### src/rtl/spi_byte_feeder.sv
// spi_byte_feeder: streaming front end for a single-shot SPI master.
// TX bytes are queued and issued one at a time through the master's
// din/start handshake. Each received byte goes into an RX FIFO that the
// host reads with first-word fall-through.
module spi_byte_feeder #(
  parameter int DEPTH  = 8,
  parameter int DATA_W = 8
) (
  input  logic                     clk_i,
  input  logic                     reset_i,
  input  logic                     clr_i,
  input  logic [DATA_W-1:0]        wr_data_i,
  input  logic                     wr_valid_i,
  output logic                     wr_ready_o,
  output logic [DATA_W-1:0]        rd_data_o,
  output logic                     rd_valid_o,
  input  logic                     rd_ready_i,
  output logic [DATA_W-1:0]        spi_din_o,
  output logic                     spi_start_o,
  input  logic                     spi_ready_i,
  input  logic                     spi_done_tick_i,
  input  logic [DATA_W-1:0]        spi_dout_i,
  output logic [$clog2(DEPTH):0]   tx_level_o,
  output logic                     busy_o,
  output logic                     overflow_o
);
  localparam int AW = $clog2(DEPTH);

  typedef enum logic [1:0] {IDLE, ISSUE, WAIT_DONE} state_t;
  state_t state;

  logic [DATA_W-1:0] tx_mem [DEPTH];
  logic [DATA_W-1:0] rx_mem [DEPTH];
  logic [AW:0] tx_wptr, tx_rptr, rx_wptr, rx_rptr;
  logic tx_full, tx_empty, rx_full, rx_empty;
  logic tx_push, tx_pop, rx_push, rx_pop, rx_done_ok, rx_drop;
  // set when a flush lands while a byte is on the wire; that byte's echo is thrown away
  logic discard;

  // extra pointer MSB separates full from empty
  assign tx_empty = (tx_wptr == tx_rptr);
  assign tx_full  = (tx_wptr[AW] != tx_rptr[AW]) && (tx_wptr[AW-1:0] == tx_rptr[AW-1:0]);
  assign rx_empty = (rx_wptr == rx_rptr);
  assign rx_full  = (rx_wptr[AW] != rx_rptr[AW]) && (rx_wptr[AW-1:0] == rx_rptr[AW-1:0]);

  // full blocks a push even when a pop happens in the same cycle
  assign tx_push    = wr_valid_i && !tx_full && !clr_i;
  assign tx_pop     = (state == IDLE) && !tx_empty && spi_ready_i && !clr_i;
  assign rx_pop     = rd_valid_o && rd_ready_i;
  assign rx_done_ok = (state == WAIT_DONE) && spi_done_tick_i && !discard && !clr_i;
  assign rx_push    = rx_done_ok && (!rx_full || rx_pop);
  assign rx_drop    = rx_done_ok && rx_full && !rx_pop;

  assign wr_ready_o = !tx_full;
  assign rd_valid_o = !rx_empty;
  assign rd_data_o  = rx_empty ? '0 : rx_mem[rx_rptr[AW-1:0]];
  assign tx_level_o = tx_wptr - tx_rptr;
  assign busy_o     = (state != IDLE);

  // FIFO storage; contents are don't-care until written, so no reset
  always_ff @(posedge clk_i) begin
    if (tx_push) tx_mem[tx_wptr[AW-1:0]] <= wr_data_i;
    if (rx_push) rx_mem[rx_wptr[AW-1:0]] <= spi_dout_i;
  end

  // TX/RX pointers; flush wins over any same-cycle push or pop
  always_ff @(posedge clk_i or negedge reset_i) begin
    if (!reset_i) begin
      tx_wptr <= '0;
      tx_rptr <= '0;
      rx_wptr <= '0;
      rx_rptr <= '0;
    end else if (clr_i) begin
      tx_wptr <= '0;
      tx_rptr <= '0;
      rx_wptr <= '0;
      rx_rptr <= '0;
    end else begin
      if (tx_push) tx_wptr <= tx_wptr + 1'b1;
      if (tx_pop)  tx_rptr <= tx_rptr + 1'b1;
      if (rx_push) rx_wptr <= rx_wptr + 1'b1;
      if (rx_pop)  rx_rptr <= rx_rptr + 1'b1;
    end
  end

  // sticky overflow and discard-on-flush bookkeeping
  always_ff @(posedge clk_i or negedge reset_i) begin
    if (!reset_i) begin
      overflow_o <= 1'b0;
      discard    <= 1'b0;
    end else begin
      if (clr_i)        overflow_o <= 1'b0;
      else if (rx_drop) overflow_o <= 1'b1;
      if ((state == WAIT_DONE) && spi_done_tick_i) discard <= 1'b0;
      else if (clr_i && (state != IDLE))            discard <= 1'b1;
    end
  end

  // transfer sequencer: issue head, pulse start for one cycle, wait for done
  always_ff @(posedge clk_i or negedge reset_i) begin
    if (!reset_i) begin
      state       <= IDLE;
      spi_start_o <= 1'b0;
      spi_din_o   <= '0;
    end else begin
      spi_start_o <= 1'b0;
      case (state)
        IDLE: if (tx_pop) begin
          spi_din_o   <= tx_mem[tx_rptr[AW-1:0]];
          spi_start_o <= 1'b1;
          state       <= ISSUE;
        end
        ISSUE:     state <= WAIT_DONE;
        WAIT_DONE: if (spi_done_tick_i) state <= IDLE;
        default:   state <= IDLE;
      endcase
    end
  end
endmodule

### config.mk
export PLATFORM = sky130hd
export DESIGN_NAME = spi_byte_feeder
export DESIGN_NICKNAME = d
export VERILOG_FILES = /design/src/rtl/spi_byte_feeder.sv
export SDC_FILE = /design/constraint.sdc
export NUM_CORES = 1
export LEC_CHECK = 0
export ABC_AREA = 1
export BUFFER_PORTS_ARGS = -buffer_cell sky130_fd_sc_hd__buf_2
export CORE_MARGIN = 2
export CORE_UTILIZATION = 45
export DETAILED_ROUTE_END_ITERATION = 8
export PLACE_DENSITY = 0.65
export SLEW_MARGIN = 25
export SYNTH_ARGS = -nofsm -noshare
export SYNTH_HDL_FRONTEND = slang
export SYNTH_SLANG_ARGS = --single-unit
### constraint.sdc
create_clock -name clk_i -period 2.9 [get_ports clk_i]
set_input_delay 0.435 -clock clk_i [delete_from_list [all_inputs] [get_ports clk_i]]
set_output_delay 0.435 -clock clk_i [all_outputs]
set_load 0.05 [all_outputs]
**After elaboration in Yosys (flattened, before gate mapping)**

Memories as Yosys holds them, arrays and structs flattened. A register that Yosys moved wholly into a read port is not among the register bits.
Index checks and enable logic that the tools add are counted.

- Flip-flop bits (word level): 21
- Bits in latches: 0
- Memory bits (writable): 128
- Bits in read-only memories: 0
- Input bits: 23
- Output and inout bits: 25
- Word-level logic and storage cells: 81
- Memories: 2

- Add/subtract/negate cells: 5
- Multiply operators: 0
- Div/mod/pow operators: 0
- Magnitude comparators: 0
- Equal/unequal tests: 10
- Shift operators: 0
- Multiplexer cells: 22
- Bitwise operators: 0
- Reduce and logical (&&, ||, !) cells: 34

Memory list:

| memory | words | bits a word | read ports | clocked after Yosys merged registers in | write ports | RTL line | RTL |
|---|---|---|---|---|---|---|---|
| rx_mem | 8 | 8 | 1 | 0 | 1 | 33 | `logic [DATA_W-1:0] rx_mem [DEPTH];` |
| tx_mem | 8 | 8 | 1 | 1 | 1 | 32 | `logic [DATA_W-1:0] tx_mem [DEPTH];` |

Operators by type and width:

| kind | count |
|---|---|
| 4-bit two-way mux | 8 |
| 4-bit by 1-bit adder with 4-bit output, second input constant | 4 |
| 1-bit logical AND | 15 |
| 2-bit nonzero test | 7 |
| 1-bit two-way mux | 10 |
| 4-bit equality test | 2 |
| 1-bit logical NOT | 8 |
| 8-bit two-way mux | 1 |
| 3-bit equality test | 2 |
| 2-bit case mux with 3 select lines | 1 |
| 2-bit two-way mux | 2 |
| 2-bit != test, second input constant | 2 |
| 2-bit AND reduction | 2 |
| 4-bit subtractor | 1 |
| 2-bit by 1-bit equality test with 1-bit output, second input constant | 1 |
| 2-bit equality test, second input constant | 1 |
| 2-bit logical NOT | 1 |
| 1-bit != test | 2 |
| 1-bit logical OR | 1 |

**Depth between registers and ports, before layout**

- Word-level depth: 8
- Mapped depth: 12
- Mapped depth without buffers: 10

**Least setup slack after synthesis**

No wires, ideal clock.

- Kind: register -> register
- Start point: register tx_rptr[1]
- End point: memory tx_mem[1][0], enable pin
- Library setup time: 0.383 ns
- Arrival time: 2.579 ns
- Required time: 2.517 ns
- Path slack: -0.062 ns
- Stages on the path, launching flop included: 12
- Buffers on the path: 2
- Period minus slack after synthesis: 2.962 ns
- Cells stage by stage: dfrtp_1 buf_2 inv_2 buf_2 ha_1 nand2_1 nor2_1 nand2_1 nand2_1 inv_1 nand2_1 nor3_1

- Cells in the longest elaborated chain, start to end: 7

Ends and longest elaborated chain:

| item | RTL line | RTL |
|---|---|---|
| start, declared | 34 | `logic [AW:0] tx_wptr, tx_rptr, rx_wptr, rx_rptr;` |
| start signal, assigned | 80 | `if (tx_pop) tx_rptr <= tx_rptr + 1'b1;` |
| 3-bit equality test | 42 | `assign tx_full = (tx_wptr[AW] != tx_rptr[AW]) && (tx_wptr[AW-1:0] == tx_rptr[AW-1:0]);` |
| 1-bit logical AND | 42 |  |
| 1-bit logical NOT | n/a |  |
| named net wr_ready_o | 14 | `output logic wr_ready_o,` |
| 1-bit logical AND (2 in series) | 47 | `assign tx_push = wr_valid_i && !tx_full && !clr_i;` |
| 1-bit two-way mux | 62 | `if (tx_push) tx_mem[tx_wptr[AW-1:0]] <= wr_data_i;` |
| 1-bit two-way mux (not written as such) | 62 |  |
| end, declared | 32 |  |

The timed path passes the listed nets, and every way through them passes these cells.

**Final worst setup path**

- Start point: register tx_rptr[2]
- End point: output tx_level_o[3]

- Cells in the longest elaborated chain, start to end: 1

Ends and longest elaborated chain:

| item | RTL line | RTL |
|---|---|---|
| 4-bit subtractor | 57 | `assign tx_level_o = tx_wptr - tx_rptr;` |
| end, declared | 23 | `output logic [$clog2(DEPTH):0] tx_level_o,` |

No other way between the ends.

==> impl_summary.log <==
INFO  metric clock-skew-final = 7.82 ps
INFO  metric number_of_cells_upsized_or_downsized_after_cts = 0
INFO  metric final_core_util = 53.4%
INFO  metric grt_use_total = 19.3%
INFO  metric synth_edf_count = 128
INFO  metric grt_pass1_wl = 23700 um
INFO  metric cts_tree = yes
INFO  metric drc = 0
INFO  metric avgSynthCellArea = 11.4 um2
INFO  metric ctsHtreeMaxLevel = 4
INFO  metric cp.required = 2470 ps
INFO  metric clock_path_buffers = 2
INFO  metric run_status = finished clean
INFO  metric initial_core_util = 46.3%
INFO  metric area_delta_synth_final = 15.4%
INFO  metric setup_viol_count_final = 0
INFO  metric layout_common_cells = nor2_1 (137), edfxtp_1 (128), o21ai_0 (70)
INFO  metric dieArea = 16000 um2
INFO  metric drt_first_iter_violations = 592
INFO  metric critPathLaunch = tx_rptr[2]$_DFFE_PN0P_
INFO  metric grt.overflow.total = 0
INFO  metric placement.io_buffers = 47
INFO  metric max_stage_delay = 590 ps
INFO  metric worst_skew_pair.late_latency = 420 ps
INFO  metric cts_made_buffers = 17
INFO  metric dr_total_vias = 4565
INFO  metric peakVddDrop = 0.403 mV
INFO  metric first_global_vias = 4398
INFO  metric combined_area_of_all_synthesized_cells = 6750 um2
INFO  metric synth-seq-area-share = 67.7%
INFO  metric netlist-cell-type-count = 37
INFO  metric critical_path.endpoint_type = output port
INFO  metric crit_arrival = 2220 ps
INFO  metric critPathBufInv = 2
INFO  metric antenna_found_initial = 1
INFO  metric worstSetupStartpointType = register
INFO  metric post_dp_cell_area = 7200 um2
INFO  metric clockRootBuffer = clkbuf_16
INFO  metric fp.dieW = 126 um
INFO  metric worst_setup_path_class = reg2out
INFO  metric critical_path_fanouts_max = 11
INFO  metric drt_first_pass_iters = 5
INFO  metric relSlewSlack = 43.1%
INFO  metric report.final.hold_viol_count = 0
INFO  metric wl = 14900 um
INFO  metric grt_setup_unrepaired = no
INFO  metric fmaxAchievable = 377 MHz
INFO  metric main_synth_ff_type = edfxtp_1
INFO  metric fin_area = 7790 um2
INFO  metric core_area = 14600 um2
INFO  metric finalCriticalPeriod = 2650 ps
INFO  metric worst_path_max_delay_cell = dfrtp_1
INFO  metric floorplan.rows = 44
INFO  metric cts_hold_buffers = 0
INFO  metric fin_hold_ws = 50.0 ps
INFO  metric min_path_type = in2async
INFO  metric vias_per_cell = 5.39
INFO  metric yosysWarnings = 0
INFO  metric cts_num_sinks = 157
INFO  metric route.detailed.wl_per_inst = 17.6 um
INFO  metric grt_start_max_net_pins = 38
INFO  metric timing_max_transition_violations_final = 0
INFO  metric cellLeakagePower = 0.00304 uW
INFO  metric drive_gt1_share = 17.5%
INFO  metric final_min_period_over_clock_period = 91.4%
INFO  metric crit_chain = clkinv_1 -> ha_1 -> nand2_1 -> o21ai_0 -> xor2_1 -> buf_2
INFO  metric final_nets = 681
INFO  metric asyncSetResetFlopFracSynth = 18.5%
INFO  metric syn_nets = 624
INFO  metric cell_family_with_most_cp_delay = flip-flops
INFO  metric final_antenna_net_count = 0
INFO  metric max_slew.worst_pin.slew = 853 ps
INFO  metric layout_commonest_cell = nor2_1
INFO  metric power_density = 779 nW/um2
INFO  metric finalWeightedCongestion = 0.837
INFO  metric num_io_pins = 48
INFO  metric synth_seq_cells = 157
INFO  metric clk_pin_slew_worst_paths = 60 ps
INFO  metric count_of_antenna_diodes_in_the_layout = 0
INFO  metric max-cap-violations = 0
INFO  metric post-dp-hpwl = 9900 um
INFO  metric r2r_start = tx_rptr[2]$_DFFE_PN0P_
INFO  metric vert_die_dim = 126 um
INFO  metric postSynthCellCount = 593
INFO  metric postCtsSetupRepairBufs = 0
final cells by class:
type / instances / area [um2]
clock buffer: 21 / 450
clock inverter: 11 / 144
fill: 1220 / 6800
inverter: 24 / 90.1
multi-input combinational: 383 / 1920
sequential: 157 / 4570
tap: 184 / 230
timing repair buffer: 67 / 385
worst paths after layout:
check                                      endpoint  cells past startpoint  slack [ps]
setup / recovery                      tx_level_o[3]                      6         250
hold / removal               tx_wptr[3]$_DFFE_PN0P_                      1          50
hold reg to reg            spi_din_o[5]$_DFFE_PN0P_                      2         480
max in group asynchronous  spi_din_o[6]$_DFFE_PN0P_                      1        2400
min in group clk_i              discard$_DFFE_PN0P_                      2         240
setup reg to reg             tx_mem[6][3]$_DFFE_PP_                      9         310
metrics by stage:
| stage | cells | setup TNS [ps] | setup slack, ps | power [uW] |
|---|---|---|---|---|
| after floorplan | 593 | -1490 | -62.3 | 3570 |
| after global placement | 815 | 0 | 398 | 3860 |
| after detailed placement | 815 | 0 | 342 | 3880 |
| after CTS | 847 | 0 | 257 | 6110 |
| after global routing | 847 | 0 | 67.7 | 6320 |
| final | 847 | 0 | 248 | 6070 |
registers in the layout, summed over array words and instances, names as in the netlist, 2 cells and up:
| name | flops |
|---|---|
| tx_wptr | 4 |
| tx_rptr | 4 |
| rx_rptr | 4 |
| rx_wptr | 4 |
| rx_mem | 64 |
| state | 2 |
| spi_din_o | 8 |
| tx_mem | 64 |
cell families after synthesis:
| logic type | after synthesis | synth area share, % |
|---|---|---|
| XOR/XNOR | 11 | 1.54 |
| adder cells (fa/ha/maj) | 8 | 1.59 |
| buffers and inverters | 53 | 3.82 |
| AO/OA/AOI/OAI | 93 | 7.45 |
| AND/OR/NAND/NOR | 271 | 17.9 |
| flip-flops | 157 | 67.7 |
report_power, final:
group          switching, uW  total, uW  internal [uW]  leakage (uW)
clock network            865       2240           1370      0.000281
logic                    925       1210            284       0.00122
registers               78.0       2620           2540       0.00154
total                   1870       6070           4200       0.00304
synthesized netlist by cell type, types with 2 or more instances:
| cell | n | area (um2) |
|---|---|---|
| nor2_1 | 137 | 514 |
| edfxtp_1 | 128 | 3840 |
| o21ai_0 | 70 | 350 |
| nand2_1 | 67 | 251 |
| nand3_1 | 36 | 180 |
| dfrtp_1 | 29 | 726 |
| inv_1 | 21 | 78.8 |
| buf_2 | 17 | 85.1 |
| o211ai_1 | 8 | 60.1 |
| o22ai_1 | 8 | 50.1 |
| xor2_1 | 8 | 70.1 |
| ha_1 | 7 | 87.6 |
| nand4_1 | 7 | 43.8 |
| nor3_1 | 7 | 35.0 |
| nand3_2 | 6 | 60.1 |
| nand2_2 | 4 | 25.0 |
| buf_6 | 3 | 33.8 |
| clkbuf_2 | 3 | 15.0 |
| a21oi_1 | 2 | 10.0 |
| buf_4 | 2 | 15.0 |
| clkbuf_1 | 2 | 7.51 |
| inv_2 | 2 | 7.51 |
| nand3_4 | 2 | 35.0 |
| nor2_4 | 2 | 22.5 |
| o21ai_1 | 2 | 10.0 |
| xnor2_1 | 2 | 17.5 |
layer usage:
metal | up-vias | global-route usage, % | routed length, um
met1 | 2223 | 26.2 | 6720
li1 | 2181 | - | -
met3 | 26 | 4.30 | 750
met5 | - | 0 | 13
met4 | 2 | 7.18 | 295
met2 | 133 | 30.8 | 7110
Note: power is estimated with default switching activity, not from simulation.
